--- src/rtl/dbus_bridge.sv ---
// Load/store-unit to AHB-lite-like bus bridge: request queue, single outstanding
// data phase, byte-lane handling, alignment checking and optional data-phase timeout.
module dbus_bridge #(
  parameter int DW      = 32,
  parameter int QDEPTH  = 2,
  parameter int TIMEOUT = 0
) (
  input  logic          clk,
  input  logic          rst,
  input  logic          req_vld,
  output logic          req_rdy,
  input  logic          req_w_rb,
  input  logic [1:0]    req_size,
  input  logic          req_sext,
  input  logic [31:0]   req_addr,
  input  logic [DW-1:0] req_wdata,
  output logic          rsp_vld,
  output logic [DW-1:0] rsp_data,
  output logic          rsp_err,
  output logic          bus_hung,
  output logic [31:0]   haddr,
  output logic          hprot,
  output logic [1:0]    hsize,
  output logic          hwrite,
  output logic [DW-1:0] hwdata,
  output logic          htrans,
  input  logic [DW-1:0] hrdata,
  input  logic          hresp,
  input  logic          hready
);

  localparam int OW = $clog2(DW / 8);
  localparam int PW = (QDEPTH > 1) ? $clog2(QDEPTH) : 1;
  localparam int CW = $clog2(QDEPTH + 1);
  localparam int TW = (TIMEOUT > 0) ? $clog2(TIMEOUT + 1) : 1;

  // A dword access on a 32-bit bus is treated like a misaligned one: error, no bus access.
  function automatic logic is_bad(input logic [1:0] size, input logic [31:0] addr);
    logic bad;
    case (size)
      2'd0:    bad = 1'b0;
      2'd1:    bad = addr[0];
      2'd2:    bad = |addr[1:0];
      default: bad = (|addr[2:0]) | (DW != 64);
    endcase
    return bad;
  endfunction

  function automatic logic [DW-1:0] replicate(input logic [1:0] size, input logic [DW-1:0] wd);
    logic [DW-1:0] r;
    case (size)
      2'd0:    r = {(DW / 8){wd[7:0]}};
      2'd1:    r = {(DW / 16){wd[15:0]}};
      2'd2:    r = {(DW / 32){wd[31:0]}};
      default: r = wd;
    endcase
    return r;
  endfunction

  function automatic logic [DW-1:0] extend(input logic [DW-1:0] raw, input logic [1:0] size,
                                           input logic sext, input logic [OW-1:0] off);
    logic [DW-1:0] sh;
    logic [DW-1:0] r;
    sh = raw >> {off, 3'b000};
    case (size)
      2'd0:    r = sext ? DW'(signed'(sh[7:0]))  : DW'(sh[7:0]);
      2'd1:    r = sext ? DW'(signed'(sh[15:0])) : DW'(sh[15:0]);
      2'd2:    r = sext ? DW'(signed'(sh[31:0])) : DW'(sh[31:0]);
      default: r = sh;
    endcase
    return r;
  endfunction

  function automatic logic [PW-1:0] ptr_inc(input logic [PW-1:0] p);
    return (p == PW'(QDEPTH - 1)) ? '0 : p + PW'(1);
  endfunction

  logic          q_wrb_q   [QDEPTH];
  logic [1:0]    q_size_q  [QDEPTH];
  logic          q_sext_q  [QDEPTH];
  logic [31:0]   q_addr_q  [QDEPTH];
  logic [DW-1:0] q_wdata_q [QDEPTH];

  logic [PW-1:0] wr_ptr_q, wr_ptr_d;
  logic [PW-1:0] rd_ptr_q, rd_ptr_d;
  logic [CW-1:0] cnt_q, cnt_d;

  logic          dp_vld_q, dp_vld_d;
  logic          dp_wrb_q, dp_wrb_d;
  logic [1:0]    dp_size_q, dp_size_d;
  logic          dp_sext_q, dp_sext_d;
  logic [OW-1:0] dp_off_q, dp_off_d;
  logic [DW-1:0] dp_wdata_q, dp_wdata_d;

  logic          mis_rsp_q, mis_rsp_d;
  logic          hung_q, hung_d;
  logic [TW-1:0] tmo_q, tmo_d;

  logic empty_s, full_s, head_bad_s, enq_s, deq_s, issue_s, drop_s, dp_done_s, tmo_hit_s;

  assign empty_s    = (cnt_q == '0);
  assign full_s     = (cnt_q == CW'(QDEPTH));
  assign head_bad_s = is_bad(q_size_q[rd_ptr_q], q_addr_q[rd_ptr_q]);
  assign tmo_hit_s  = (TIMEOUT > 0) && dp_vld_q && (tmo_q == TW'(TIMEOUT));
  assign dp_done_s  = dp_vld_q & hready & ~tmo_hit_s;

  assign htrans     = ~empty_s & ~head_bad_s & ~hung_q;
  assign issue_s    = htrans & (~dp_vld_q | dp_done_s);
  // Misaligned heads wait for the bus to go idle so their error stays in order.
  assign drop_s     = ~empty_s & head_bad_s & ~dp_vld_q;
  assign deq_s      = issue_s | drop_s;
  assign enq_s      = req_vld & ~full_s;

  assign req_rdy  = ~full_s;
  assign haddr    = q_addr_q[rd_ptr_q];
  assign hsize    = q_size_q[rd_ptr_q];
  assign hwrite   = q_wrb_q[rd_ptr_q];
  assign hprot    = 1'b1;
  assign hwdata   = dp_wdata_q;
  assign bus_hung = hung_q;

  // Queue storage write port.
  always_ff @(posedge clk) begin
    if (enq_s) begin
      q_wrb_q[wr_ptr_q]   <= req_w_rb;
      q_size_q[wr_ptr_q]  <= req_size;
      q_sext_q[wr_ptr_q]  <= req_sext;
      q_addr_q[wr_ptr_q]  <= req_addr;
      q_wdata_q[wr_ptr_q] <= req_wdata;
    end
  end

  // Queue pointer and occupancy next state.
  always_comb begin
    wr_ptr_d = enq_s ? ptr_inc(wr_ptr_q) : wr_ptr_q;
    rd_ptr_d = deq_s ? ptr_inc(rd_ptr_q) : rd_ptr_q;
    cnt_d    = cnt_q;
    if (enq_s && !deq_s) begin
      cnt_d = cnt_q + CW'(1);
    end else if (!enq_s && deq_s) begin
      cnt_d = cnt_q - CW'(1);
    end else begin
      cnt_d = cnt_q;
    end
  end

  // Data-phase register, misalign response, timeout and hung-flag next state.
  always_comb begin
    dp_vld_d   = dp_vld_q;
    dp_wrb_d   = dp_wrb_q;
    dp_size_d  = dp_size_q;
    dp_sext_d  = dp_sext_q;
    dp_off_d   = dp_off_q;
    dp_wdata_d = dp_wdata_q;
    if (issue_s) begin
      dp_vld_d   = 1'b1;
      dp_wrb_d   = q_wrb_q[rd_ptr_q];
      dp_size_d  = q_size_q[rd_ptr_q];
      dp_sext_d  = q_sext_q[rd_ptr_q];
      dp_off_d   = q_addr_q[rd_ptr_q][OW-1:0];
      dp_wdata_d = replicate(q_size_q[rd_ptr_q], q_wdata_q[rd_ptr_q]);
    end else if (dp_done_s || tmo_hit_s) begin
      dp_vld_d = 1'b0;
    end else begin
      dp_vld_d = dp_vld_q;
    end
    mis_rsp_d = drop_s;
    hung_d    = hung_q | tmo_hit_s;
    if ((TIMEOUT > 0) && dp_vld_q && !hready && !tmo_hit_s) begin
      tmo_d = tmo_q + TW'(1);
    end else begin
      tmo_d = '0;
    end
  end

  // State registers.
  always_ff @(posedge clk or posedge rst) begin
    if (rst) begin
      wr_ptr_q   <= '0;
      rd_ptr_q   <= '0;
      cnt_q      <= '0;
      dp_vld_q   <= 1'b0;
      dp_wrb_q   <= 1'b0;
      dp_size_q  <= 2'd0;
      dp_sext_q  <= 1'b0;
      dp_off_q   <= '0;
      dp_wdata_q <= '0;
      mis_rsp_q  <= 1'b0;
      hung_q     <= 1'b0;
      tmo_q      <= '0;
    end else begin
      wr_ptr_q   <= wr_ptr_d;
      rd_ptr_q   <= rd_ptr_d;
      cnt_q      <= cnt_d;
      dp_vld_q   <= dp_vld_d;
      dp_wrb_q   <= dp_wrb_d;
      dp_size_q  <= dp_size_d;
      dp_sext_q  <= dp_sext_d;
      dp_off_q   <= dp_off_d;
      dp_wdata_q <= dp_wdata_d;
      mis_rsp_q  <= mis_rsp_d;
      hung_q     <= hung_d;
      tmo_q      <= tmo_d;
    end
  end

  // Response mux; bus completions are combinational from hready.
  always_comb begin
    rsp_vld  = 1'b0;
    rsp_err  = 1'b0;
    rsp_data = '0;
    if (mis_rsp_q || tmo_hit_s) begin
      rsp_vld = 1'b1;
      rsp_err = 1'b1;
    end else if (dp_vld_q && hready) begin
      rsp_vld  = 1'b1;
      rsp_err  = hresp;
      rsp_data = dp_wrb_q ? '0 : extend(hrdata, dp_size_q, dp_sext_q, dp_off_q);
    end else begin
      rsp_vld = 1'b0;
    end
  end

endmodule

--- config.mk ---
export PLATFORM = sky130hd
export DESIGN_NAME = dbus_bridge
export DESIGN_NICKNAME = d
export VERILOG_FILES = /design/src/rtl/dbus_bridge.sv
export SDC_FILE = /design/constraint.sdc
export NUM_CORES = 1
export LEC_CHECK = 0
export ABC_CLOCK_PERIOD_IN_PS = 3810
export CELL_PAD_IN_SITES_DETAIL_PLACEMENT = 0
export CELL_PAD_IN_SITES_GLOBAL_PLACEMENT = 1
export CORE_MARGIN = 2
export CORE_UTILIZATION = 35
export CTS_CLUSTER_SIZE = 8
export DETAILED_ROUTE_END_ITERATION = 7
export PLACE_DENSITY_LB_ADDON = 0.1
export SLEW_MARGIN = 20
export SYNTH_ARGS = -nofsm -noshare
export SYNTH_HDL_FRONTEND = slang
export SYNTH_SLANG_ARGS = --single-unit
--- constraint.sdc ---
create_clock -name clk -period 3.81 [get_ports clk]
set_clock_uncertainty 0.1 [all_clocks]
set_input_delay 0.381 -clock clk [delete_from_list [all_inputs] [get_ports clk]]
set_output_delay 0.381 -clock clk [all_outputs]
set_load 0.03 [all_outputs]
==> results.md, run 1 <==
- Design area: 10700 µm²
- Gp weighted congestion: 0.808
- Total chip power: 8.87 mW
- Largest net degree at the start of global routing: 69
- Non-filler instance count after layout: 1012
- Slew Viols, Final: 0
- Initial antenna violation count: 0
- Post-CTS Setup Repair Bufs: 0
- Crit path arrival time: 2.99 ns
- Area share of the largest cell type after synthesis: 52.5%
- Clock sinks: 180
- Synthesized area: 7780 µm²
- Critical Path RT: 3.33 ns
- GRT Resource Usage Total: 16.0%
- Per-cell routed wire length: 18.6 µm
- Post-DP Area: 10100 µm²
- CTS max path bufs: 2
- Startpoint Class: flip-flop
- Post-synth EDFFs: 136
- Hold slack: 0.329 ns
- Worst skew pair latency: 0.42 ns
- RSZ-0062 raised after global routing: false
- Final wirelength: 18900 µm
- Core Util, Final: 49.0%
- Post-Syn Instances: 515
- Vias per cell: 4.90
- Fin crit share: 91.2%
- Congestion Overflow GR: 0
- Power Density: 830 nW/µm²
- DR iter-0 viols: 177
- Outcome: finished clean
- Critical path type: flip-flop to output port
- Most frequent cells in the layout: 191 x clkdlybuf4s50_1, 136 x edfxtp_1, 43 x mux2i_1, 43 x dfrtp_1, 41 x mux2_2
- Leak: 3.88 nW
- Drt drc: 0
- Remaining antenna violation count: 0
- Max_cap viols: 0
- Period minus WS final: 3.47 ns
- Starting density of the core: 35.6%
- Pre-antenna DRT Iters: 4
- Total CTS buffers: 17
- Post-cts gate resize count: 0
- Layout Nets: 824
- Area contributors post-synth: edfxtp_1 53%, dfrtp_1 14%, mux2_2 5.9%
- #FFs+latches synth: 180
- Die H: 153 µm
- Vias in the first global route: 5137
- Most common flop cell mapped by yosys: edfxtp_1
- Syn. warnings: 0
- Inst Count DP: 979
- Syn_nets: 621
- P&R area growth vs syn: 37.4%
- Global-route wire length before repair: 29200 µm
- Via count: 4958
- FILL cells: 1917
- Setup ws final: 0.335 ns
- DIE WIDTH: 153 µm
- Maximum VDD drop: 0.345 mV
- CTS tree: done
- CP endpoint kind: output port
- HPWL Detailed: 12900 µm
- Seq/Total Area, Yosys: 66.7%
- Clk root buf: clkbuf_16
- Io pins: 210
- Syn avg cell area: 15.1 µm²
- Setup TNS: 0 ns
- Synth async-reset ratio: 24.4%
- Fmax: 0.288 GHz
- Reg clk slew, reported paths: 0.07 ns
- Hold Path Class: input port to async pin
- Htree depth: 4
- IO Port Bufs: 207
- Max FO, Critical Path: 13
- Final hold vios: 0
- Die area: 23400 µm²
- Placement Setup Slack: 0.668 ns
- Hold-fix buffer count after cts: 0
- Core area: 21800 µm²
- Final count of negative-setup-slack endpoints: 0
- Site row count: 54
- Layout cells sized above 1: 15.5%
- Count of cell types in the netlist: 45
- Worst-Margin Slew: 1.00 ns
- Commonest non-fill, non-tap cell in the layout: clkdlybuf4s50_1
- Yosys top cell by area: edfxtp_1
- Max-slew headroom: 33.1%
==> sequential cells by signal, indices dropped and copies added, names as in the netlist <==
name / cells
cnt_q: 2
dp_off_q: 2
dp_sext_q: 1
dp_size_q: 2
dp_vld_q: 1
dp_wrb_q: 1
hwdata: 32
mis_rsp_q: 1
q_addr_q: 64
q_sext_q: 2
q_size_q: 4
q_wdata_q: 64
q_wrb_q: 2
rd_ptr_q: 1
wr_ptr_q: 1
==> worst max-delay path, cell delays in order (launching register included) <==
cell	delay, ns
dfrtp_1	0.67
mux2i_1	0.18
mux2i_1	0.32
nand3_1	0.37
a21oi_1	0.30
clkdlybuf4s50_1	0.72
==> cell usage after synthesis, types with 2 or more instances <==
master,count
o21ai_1,13
buf_4,5
buf_6,3
buf_1,4
o21ai_0,22
edfxtp_1,136
and2_1,7
mux2_2,41
inv_1,11
clkbuf_1,7
nand2b_1,2
inv_2,2
conb_1,2
nand2_1,19
nor2b_1,18
mux2i_1,44
buf_2,12
xor2_1,2
a21oi_1,17
nor2_1,14
xnor2_1,3
mux2_1,37
dfrtp_1,44
a211oi_1,22
o221ai_1,8
==> logic make-up (layout without fill, tap and decap cells) <==
kind of cell / Yosys count / after routing / share of synthesized area (%)
other cells: 2 / 3 / 0.0965
simple gates: 69 / 69 / 4.83
buf+inv: 45 / 261 / 3.04
mux: 125 / 125 / 17.6
fa+ha+maj: 1 / 1 / 0.161
compound gates: 88 / 88 / 7.05
xor+xnor: 5 / 5 / 0.563
flops: 180 / 180 / 66.7
==> metal layers <==
metal,global-route usage (%),vias up,part of all wire [%]
met5,0,-,0
met4,4.28,0,0.98
met3,4.48,16,5.3
met2,25.9,154,48
met1,21.3,2427,45
li1,-,2361,-
==> worst paths after layout <==
kind	startpoint	endpoint	slack, ns	cells after the start
worst max-delay path	dp_off_q[1]$_DFFE_PP0P_	rsp_data[13]	0.34	5
worst min-delay path	rst	hwdata[17]$_DFFE_PP0P_	0.33	2
worst max register to register	rd_ptr_q$_DFFE_PP0P_	cnt_q[1]$_DFFE_PP0P_	0.92	8
worst min register to register	hwdata[23]$_DFFE_PP0P_	hwdata[23]$_DFFE_PP0P_	0.39	1
max in group asynchronous	rst	rd_ptr_q$_DFFE_PP0P_	2.69	2
min in group clk	hwdata[23]$_DFFE_PP0P_	hwdata[23]$_DFFE_PP0P_	0.39	1
==> power breakdown <==
group          switching, mW  total, mW  leakage [nW]  internal [mW]
Sequential             0.324       3.09          1.78           2.77
Clock                  0.797       1.75         0.291          0.950
Combinational           2.32       4.03          1.81           1.71
==> final cells by class <==
cell class	count	area [µm²]	share of cell area, %
inverters	13	50.0	0.468
repair buffers	216	2120	19.9
flip-flops and latches	180	5190	48.6
well taps	280	350	3.28
diodes	1	2.50	0.0234
clock buffers	18	439	4.11
multi-input cells	290	2370	22.2
clock inverters	14	158	1.48
Note: power is estimated with default switching activity, not from simulation.
==> run 2: changes to the inputs <==
Settings changed: ABC_CLOCK_PERIOD_IN_PS 3810 to unset, TNS_END_PERCENT set to 10.
==> results of run 2 <==
Same layout as run 1: the final DEF is identical, and so are final timing and power.
